===== src/rtl/txarbiter.sv =====
// Round-robin arbiter sharing one word serializer among NS strobe/ack sources.
// One winner is captured per IDLE cycle; the next grant waits until the serializer is idle again.
module txarbiter #(
  parameter int NS = 4,
  parameter int DW = 32
) (
  input  logic           i_clk,
  input  logic           i_reset_n,
  input  logic [NS-1:0]  i_stb,
  input  logic [NS*DW-1:0] i_data,
  output logic [NS-1:0]  o_ack,
  output logic           o_tx_stb,
  output logic [DW-1:0]  o_tx_data,
  input  logic           i_tx_busy,
  output logic [2:0]     o_grant,
  output logic           o_active
);

  typedef enum logic [1:0] {IDLE, SEND, HOLD, WAIT} state_e;

  state_e          state_q, state_d;
  logic            txStb_q, txStb_d;
  logic [DW-1:0]   txData_q, txData_d;
  logic [NS-1:0]   ack_q, ack_d;
  logic [2:0]      grant_q, grant_d;

  logic [7:0]      stbExt;
  logic [2:0]      idx;
  logic [2:0]      winner;
  logic            found;
  logic [DW-1:0]   winData;

  // Search starts one past the last grant and wraps, so the last winner has lowest priority.
  always_comb begin
    stbExt = 8'(i_stb);
    idx    = grant_q;
    winner = grant_q;
    found  = 1'b0;
    for (int i = 0; i < NS; i++) begin
      idx = (idx == 3'(NS - 1)) ? 3'd0 : idx + 3'd1;
      if (!found && stbExt[idx]) begin
        winner = idx;
        found  = 1'b1;
      end
    end
  end

  always_comb begin
    winData = '0;
    for (int k = 0; k < NS; k++) begin
      if (winner == 3'(k)) begin
        winData = i_data[k*DW +: DW];
      end
    end
  end

  always_comb begin
    state_d  = state_q;
    txStb_d  = txStb_q;
    txData_d = txData_q;
    ack_d    = '0;
    grant_d  = grant_q;
    case (state_q)
      IDLE: begin
        if (|i_stb) begin
          state_d  = SEND;
          txStb_d  = 1'b1;
          txData_d = winData;
          grant_d  = winner;
          for (int k = 0; k < NS; k++) begin
            ack_d[k] = (winner == 3'(k));
          end
        end
      end
      SEND: begin
        if (!i_tx_busy) begin
          txStb_d = 1'b0;
          state_d = HOLD;
        end
      end
      // Serializer busy is registered and only rises the cycle after acceptance.
      HOLD: state_d = WAIT;
      WAIT: begin
        if (!i_tx_busy) begin
          state_d = IDLE;
        end
      end
      default: state_d = IDLE;
    endcase
  end

  always_ff @(posedge i_clk or negedge i_reset_n) begin
    if (!i_reset_n) begin
      state_q  <= IDLE;
      txStb_q  <= 1'b0;
      txData_q <= '0;
      ack_q    <= '0;
      grant_q  <= 3'(NS - 1);
    end else begin
      state_q  <= state_d;
      txStb_q  <= txStb_d;
      txData_q <= txData_d;
      ack_q    <= ack_d;
      grant_q  <= grant_d;
    end
  end

  assign o_ack     = ack_q;
  assign o_tx_stb  = txStb_q;
  assign o_tx_data = txData_q;
  assign o_grant   = grant_q;
  assign o_active  = (state_q != IDLE);

endmodule

===== config.mk =====
export PLATFORM = sky130hd
export DESIGN_NAME = txarbiter
export DESIGN_NICKNAME = d
export VERILOG_FILES = /design/src/rtl/txarbiter.sv
export SDC_FILE = /design/constraint.sdc
export NUM_CORES = 1
export LEC_CHECK = 0
export CAP_MARGIN = 20
export CORE_MARGIN = 2
export CORE_UTILIZATION = 40
export DETAILED_ROUTE_END_ITERATION = 16
export GPL_TIMING_DRIVEN = 0
export PLACE_DENSITY = 0.89
export SLEW_MARGIN = 15
export SYNTH_ARGS = -nofsm -noshare
export SYNTH_HDL_FRONTEND = slang
export SYNTH_SLANG_ARGS = --single-unit

===== constraint.sdc =====
create_clock -name i_clk -period 7.6 [get_ports i_clk]
set_clock_uncertainty 0.05 [all_clocks]
set_input_delay 1.14 -clock i_clk [delete_from_list [all_inputs] [get_ports i_clk]]
set_output_delay 1.14 -clock i_clk [all_outputs]
set_load 0.02 [all_outputs]

==> results.md, run 1 <==
- Post-CTS setup buffers: 0
- Drc violations: 0
- Root buf cell: clkbuf_8
- Ys Warns: 0
- # rows: 30
- Routed WL: 9.65 mm
- Hold WS: 0.505 ns
- Resized Gates After CTS: 0
- Seq/Total Area, Yosys: 37.2%
- Die height: 88.1 um
- RSZ-0062 raised after global routing: false
- Count of different cell masters after synthesis: 48
- Share of the synthesized area in the top cell type: 35.4%
- CP cell instances: buf_4 > inv_2 > buf_6 > ha_1 > buf_4 > mux2_2 > o21ai_0 > a21oi_1 > a22oi_1 > a2bb2oi_1 > buf_4 > buf_2 > mux2i_1 > o21ai_1 > a221o_1
- Cell area after synthesis: 0.00283 mm2
- Multi-input gate area: 0.00158 mm2
- Antenna diode count: 0
- Area Growth Syn to Fin: 70.8%
- Slowest stage delay, CP: 0.58 ns
- Critical Path RT: 7.73 ns
- Vias in the first global route: 3044
- Final ANT Viol Nets: 0
- Worst-Margin Slew: 0.773 ns
- Worst-path clk slew: 0.09 ns
- Rel. slew slack: 48.0%
- Congestion Overflow GR: 0
- CTS tree: yes
- H-tree depth: 2
- DRT iter0 DRCs: 158
- Main flop type after synthesis: dfrtp_1
- Busiest grt layer: met2
- Synth top area cells: dfrtp_1 (35%), mux2i_1 (12%), a221o_1 (11%)
- WL/cell: 17.0 um
- Max cap viols: 0
- Setup_tns: 0 ns
- Final hold violations: 0
- Outcome: finished, final reports clean
- Total chip power: 2180 uW
- Clock Tree Buf Depth: 2
- Clock sink count: 42
- First-pass GRT wire length: 14.6 mm
- Final Max Slew Viols: 0
- Critical path arrival: 3.97 ns
- Cell taking the most area after synthesis: dfrtp_1
- Met3 Usage GRT: 6.13%
- GPL Wtd Cong: 0.980
- DP HPWL: 7.63 mm
- Worst hold path type: flip-flop to flip-flop
- Starting Density: 41.4%
- Die Wd: 88.1 um
- Crit-path max FO: 11
- Minimum clock period: 3.83 ns
- Met2 Use GR: 44.8%
- Initial antenna violation count: 0
- R2R Setup Slk: 3.77 ns
- CTS Hold Bufs: 0
- Crit path kind: flip-flop to flip-flop
- Setup crit end kind: flip-flop
- PortBufs: 175
- Die Area: 0.00777 mm2
- GR Layer Usage met1: 27.8%
- TritonCTS Buffers: 5
- Final instance area: 0.00484 mm2
- Worst-Skew Late Latency: 0.30 ns
- Async SR Flop Fraction: 100%
- Vias: 3072
- Via density: 5.41
- Layout fillers: 546
- Delay-heaviest family, CP: buffers and inverters
- Sequential Area: 0.00105 mm2
- Total GRT Usage: 24.4%
- Mapped Cells: 288
- Largest net degree at the start of global routing: 27
- Drt pass-1 iters: 4
- Mapped Nets: 431
- PD cells: 451 mW/mm2
- Core area: 0.00683 mm2
- Post-synth EDFFs: 0
- Crit-path slowest cell: dfstp_2
- Setup violations, final: 0
- WP buf/inv: 6
- Max IR drop VDD: 0.000238 V
- Fmax: 0.261 GHz
- IO Pins: 176
- Mean Syn Cell Area: 9.83 um2
- Leak pwr: 0.00208 uW
- Seq cells post-synth: 42
- Ratio of cells with drive above 1 in the final layout: 8.26%
- Layout Nets: 614
- Cell repeated most along the worst path: buf_4
- Dpl cell area: 0.00473 mm2
- Fin crit share: 50.4%
- Critical Path Source Type: flip-flop
==> routing by layer <==
layer | wire (um) | vias to the layer above
li1 | - | 1456
met1 | 3640 | 1448
met2 | 5040 | 152
met3 | 789 | 16
met4 | 185 | 0
met5 | 0 | -
==> cells in the final DEF (no fill, tap or decap), types with 2 or more instances in the layout <==
| cell type | netlist | final |
|---|---|---|
| inv_1 | 8 | 8 |
| a21oi_1 | 7 | 7 |
| o211ai_1 | 3 | 3 |
| a21boi_0 | 2 | 2 |
| o21ai_1 | 31 | 31 |
| nor2_1 | 6 | 6 |
| buf_6 | 8 | 8 |
| or3_1 | 2 | 2 |
| clkbuf_8 | 0 | 5 |
| nor2b_1 | 3 | 3 |
| buf_2 | 6 | 7 |
| a211oi_1 | 2 | 2 |
| ha_1 | 8 | 8 |
| a221o_1 | 32 | 32 |
| mux2i_1 | 34 | 34 |
| nand2_1 | 39 | 39 |
| buf_4 | 3 | 3 |
| dfstp_2 | 2 | 2 |
| clkdlybuf4s50_1 | 0 | 174 |
| inv_2 | 3 | 3 |
| or3b_1 | 2 | 2 |
| nand3_1 | 5 | 5 |
| a211o_1 | 3 | 3 |
| dfrtp_1 | 40 | 40 |
| clkbuf_1 | 4 | 5 |
| o21a_1 | 2 | 2 |
| o21ai_0 | 9 | 9 |
| o22ai_1 | 2 | 2 |
==> registers in the layout, indices dropped and copies added (netlist names) <==
register   flops
state_q        2
o_grant        3
o_tx_data     32
o_ack          4
o_tx_stb       1
==> cell usage after synthesis (all sizes together), types with 3 or more instances <==
| master | count |
|---|---|
| dfrtp | 40 |
| o21ai | 40 |
| nand2 | 39 |
| mux2i | 34 |
| a221o | 32 |
| buf | 17 |
| inv | 11 |
| ha | 8 |
| a21oi | 7 |
| nor2 | 7 |
| nand3 | 6 |
| clkbuf | 4 |
| a211o | 3 |
| a21boi | 3 |
| nor2b | 3 |
| o211ai | 3 |
==> cell families after synthesis <==
group	after synthesis	synth area share, %
AO/OA/AOI/OAI	103	27.0
adder cells (fa/ha/maj)	8	3.54
multiplexers	35	12.4
AND/OR/NAND/NOR	68	12.8
flip-flops	42	37.2
buffers and inverters	32	7.03
==> path summary, 6_finish.rpt <==
kind / end / from / cells after the start
worst max-delay path: o_tx_data[16]$_DFFE_PN0P_ / o_grant[0]$_DFFE_PN1P_ / 15
worst min-delay path: o_tx_data[30]$_DFFE_PN0P_ / o_tx_data[30]$_DFFE_PN0P_ / 1
worst max register to register: o_tx_data[16]$_DFFE_PN0P_ / o_grant[0]$_DFFE_PN1P_ / 15
worst min register to register: o_tx_data[30]$_DFFE_PN0P_ / o_tx_data[30]$_DFFE_PN0P_ / 1
max in group asynchronous: o_tx_data[9]$_DFFE_PN0P_ / i_reset_n / 2
min in group asynchronous: o_ack[3]$_DFF_PN0_ / i_reset_n / 1
==> per-stage QoR <==
stage,cells,util (%),setup slack [ns]
after floorplan,288,-,4.17
after global placement,559,68.8,3.59
after detailed placement,560,69.2,3.55
after CTS,568,70.8,3.79
after global routing,568,70.8,3.59
final,568,70.8,3.77
==> report_power, final <==
part	switching, uW	internal [uW]
combinational	840	761
sequential	61.6	340
clock	80.9	98.1
total	983	1200
==> final cells by class <==
type / count / area share [%]
tap: 96 / 2.48
clock buffer: 6 / 1.50
sequential: 42 / 21.8
multi-input combinational: 214 / 32.7
clock inverter: 2 / 0.776
inverter: 11 / 0.854
timing repair buffer: 176 / 36.7
buffer: 21 / 3.26
(Power assumes the default switching activity.)
==> inputs of run 2 (changes only) <==
CORE_UTILIZATION = 34   (was 40)
PLACE_DENSITY = 0.81   (was 0.89)
clock period = 3.2 ns   (was 7.6 ns; I/O delays follow)
==> run 2 against run 1 <==
The flow now finishes with violations (setup timing). Clock power increased to 2.5 times the previous value. Wire length increased by 11%. Die area increased by 17%. Via count increased by 4.2%. Total power increased to 2.9 times the previous value. Sequential power increased by 140%. Largest cell class unchanged. Global-route usage decreased by 2.6 points. Sequential cell count unchanged. Cell count increased by 6.5%.
==> results.md, run 2 (same netlist as run 1, synthesis figures left out) <==
- Most common cell after layout, fill and taps aside: clkdlybuf4s50_1
- Critical Path RT: 3.33 ns
- IO Pins: 176
- Initial antenna violation count: 0
- Met3 Usage GRT: 5.69%
- Ratio of cells with drive above 1 in the final layout: 15.6%
- Crit-path max FO: 10
- Drc violations: 0
- Dpl cell area: 0.00478 mm2
- Final Max Slew Viols: 0
- Congestion Overflow GR: 0
- Worst-Margin Slew: 0.693 ns
- Minimum clock period: 3.36 ns
- Die height: 95.3 um
- WL/cell: 17.6 um
- GPL Wtd Cong: 0.949
- Worst-path clk slew: 0.10 ns
- Layout Nets: 642
- Critical Path Source Type: flip-flop
- Largest net degree at the start of global routing: 23
- Vias in the first global route: 3107
- Crit path kind: flip-flop to flip-flop
- Violated checks: setup timing
- Total GRT Usage: 21.8%
- CTS tree: yes
- Root buf cell: clkbuf_8
- Fmax: 0.298 GHz
- GR Layer Usage met1: 25.2%
- Max IR drop VDD: 0.000555 V
- Outcome: complete, but fails checks
- PortBufs: 175
- Worst-Skew Late Latency: 0.30 ns
- Most frequent cells in the layout: clkdlybuf4s50_1 (174), dfrtp_1 (40), nand2_1 (38)
- Clock sink count: 42
- Critical path arrival: 3.49 ns
- Rel. slew slack: 53.6%
- Worst slack at placement: -0.297 ns
- Area Growth Syn to Fin: 87.1%
- PD cells: 1180 mW/mm2
- H-tree depth: 2
- Routed WL: 10.7 mm
- Setup crit end kind: flip-flop
- Antenna diode count: 0
- Die Area: 0.00907 mm2
- Via density: 5.29
- Clock Tree Buf Depth: 2
- DRT iter0 DRCs: 110
- Final ANT Viol Nets: 0
- Core area: 0.00813 mm2
- Max FFs per register: 32
- Die Wd: 95.3 um
- DP HPWL: 7.83 mm
- Final instance area: 0.00530 mm2
- Final hold violations: 0
- Setup violations, final: 31
- TritonCTS Buffers: 5
- Leak pwr: 0.00229 uW
- Drt pass-1 iters: 4
- Max cap viols: 0
- Final WS setup: -0.160 ns
- Met2 Use GR: 40.0%
- Vias: 3202
- Worst hold path type: input port to asynchronous set/reset pin
- RSZ-0062 raised after global routing: true
- # rows: 33
- Starting Density: 34.8%
- Fin crit share: 105%
- Busiest grt layer: met2
- First-pass GRT wire length: 15.2 mm
## run 2: metrics by stage
step	hold WS, ns	TNS, ns	total power (uW)	util, %	std cells
2_1_floorplan	0.134	-0.917	3640	-	288
3_3_place_gp	0.462	-5.95	4750	58.4	568
3_5_place_dp	0.451	-7.99	4850	58.7	569
4_1_cts	0.116	-3.45	5770	61.9	588
5_1_grt	0.127	-6.66	6660	65.1	605
6_report	0.111	-3.73	6280	65.1	605
## run 2: repair_timing
item,CTS,global route
pin swaps,8,8
gates resized for setup,13,25
gates cloned,1,3
setup endpoints to repair,35,34
hold buffers,0,0
setup buffers,11,14
## run 2: layer usage
layer	up-vias	share of wire [%]
li1	1512	-
met1	1529	38
met2	147	53
met3	14	7.0
met4	0	1.6
met5	-	0
## run 2: worst max-delay path, cell delays in order (launching register included)
cell       delay [ns]
dfstp_2          0.55
buf_6            0.13
inv_4            0.04
buf_8            0.12
ha_4             0.24
clkbuf_16        0.15
o2111a_1         0.26
or3_4            0.33
a221o_1          0.36
a31oi_4          0.16
buf_12           0.15
nor4b_4          0.05
buf_4            0.18
buf_8            0.14
a221o_1          0.32
## run 2: cell type report
type	instances	area [um2]
Buffer	21	245
Inverter	11	43.8
Fill cell	678	2840
Multi-Input combinational cell	214	1660
Clock inverter	3	48.8
Clock buffer	5	68.8
Timing Repair Buffer	204	2050
Sequential cell	42	1050
Tap cell	105	131
## run 2: worst paths after layout
kind                                         from                  endpoint  slack [ns]  cells after the start
min in group i_clk         o_grant[1]$_DFFE_PN1P_    o_grant[1]$_DFFE_PN1P_        0.48                      2
hold / removal                          i_reset_n        o_ack[2]$_DFF_PN0_        0.11                      1
max in group asynchronous               i_reset_n  o_tx_data[5]$_DFFE_PN0P_        2.48                      2
setup reg to reg           o_grant[0]$_DFFE_PN1P_  o_tx_data[4]$_DFFE_PN0P_       -0.16                     14
hold reg to reg            o_grant[1]$_DFFE_PN1P_    o_grant[1]$_DFFE_PN1P_        0.48                      2
setup / recovery           o_grant[0]$_DFFE_PN1P_  o_tx_data[4]$_DFFE_PN0P_       -0.16                     14
## run 2: power breakdown
group	internal [uW]	total (uW)	switching, uW
combinational	2590	4880	2290
sequential	805	944	139
clock	238	454	216
total	3630	6280	2640
==> inputs of run 3 (changes only) <==
SLEW_MARGIN = 5   (was 15)
==> results of run 3 <==
Final layout, timing and power as in run 2 (identical DEF).
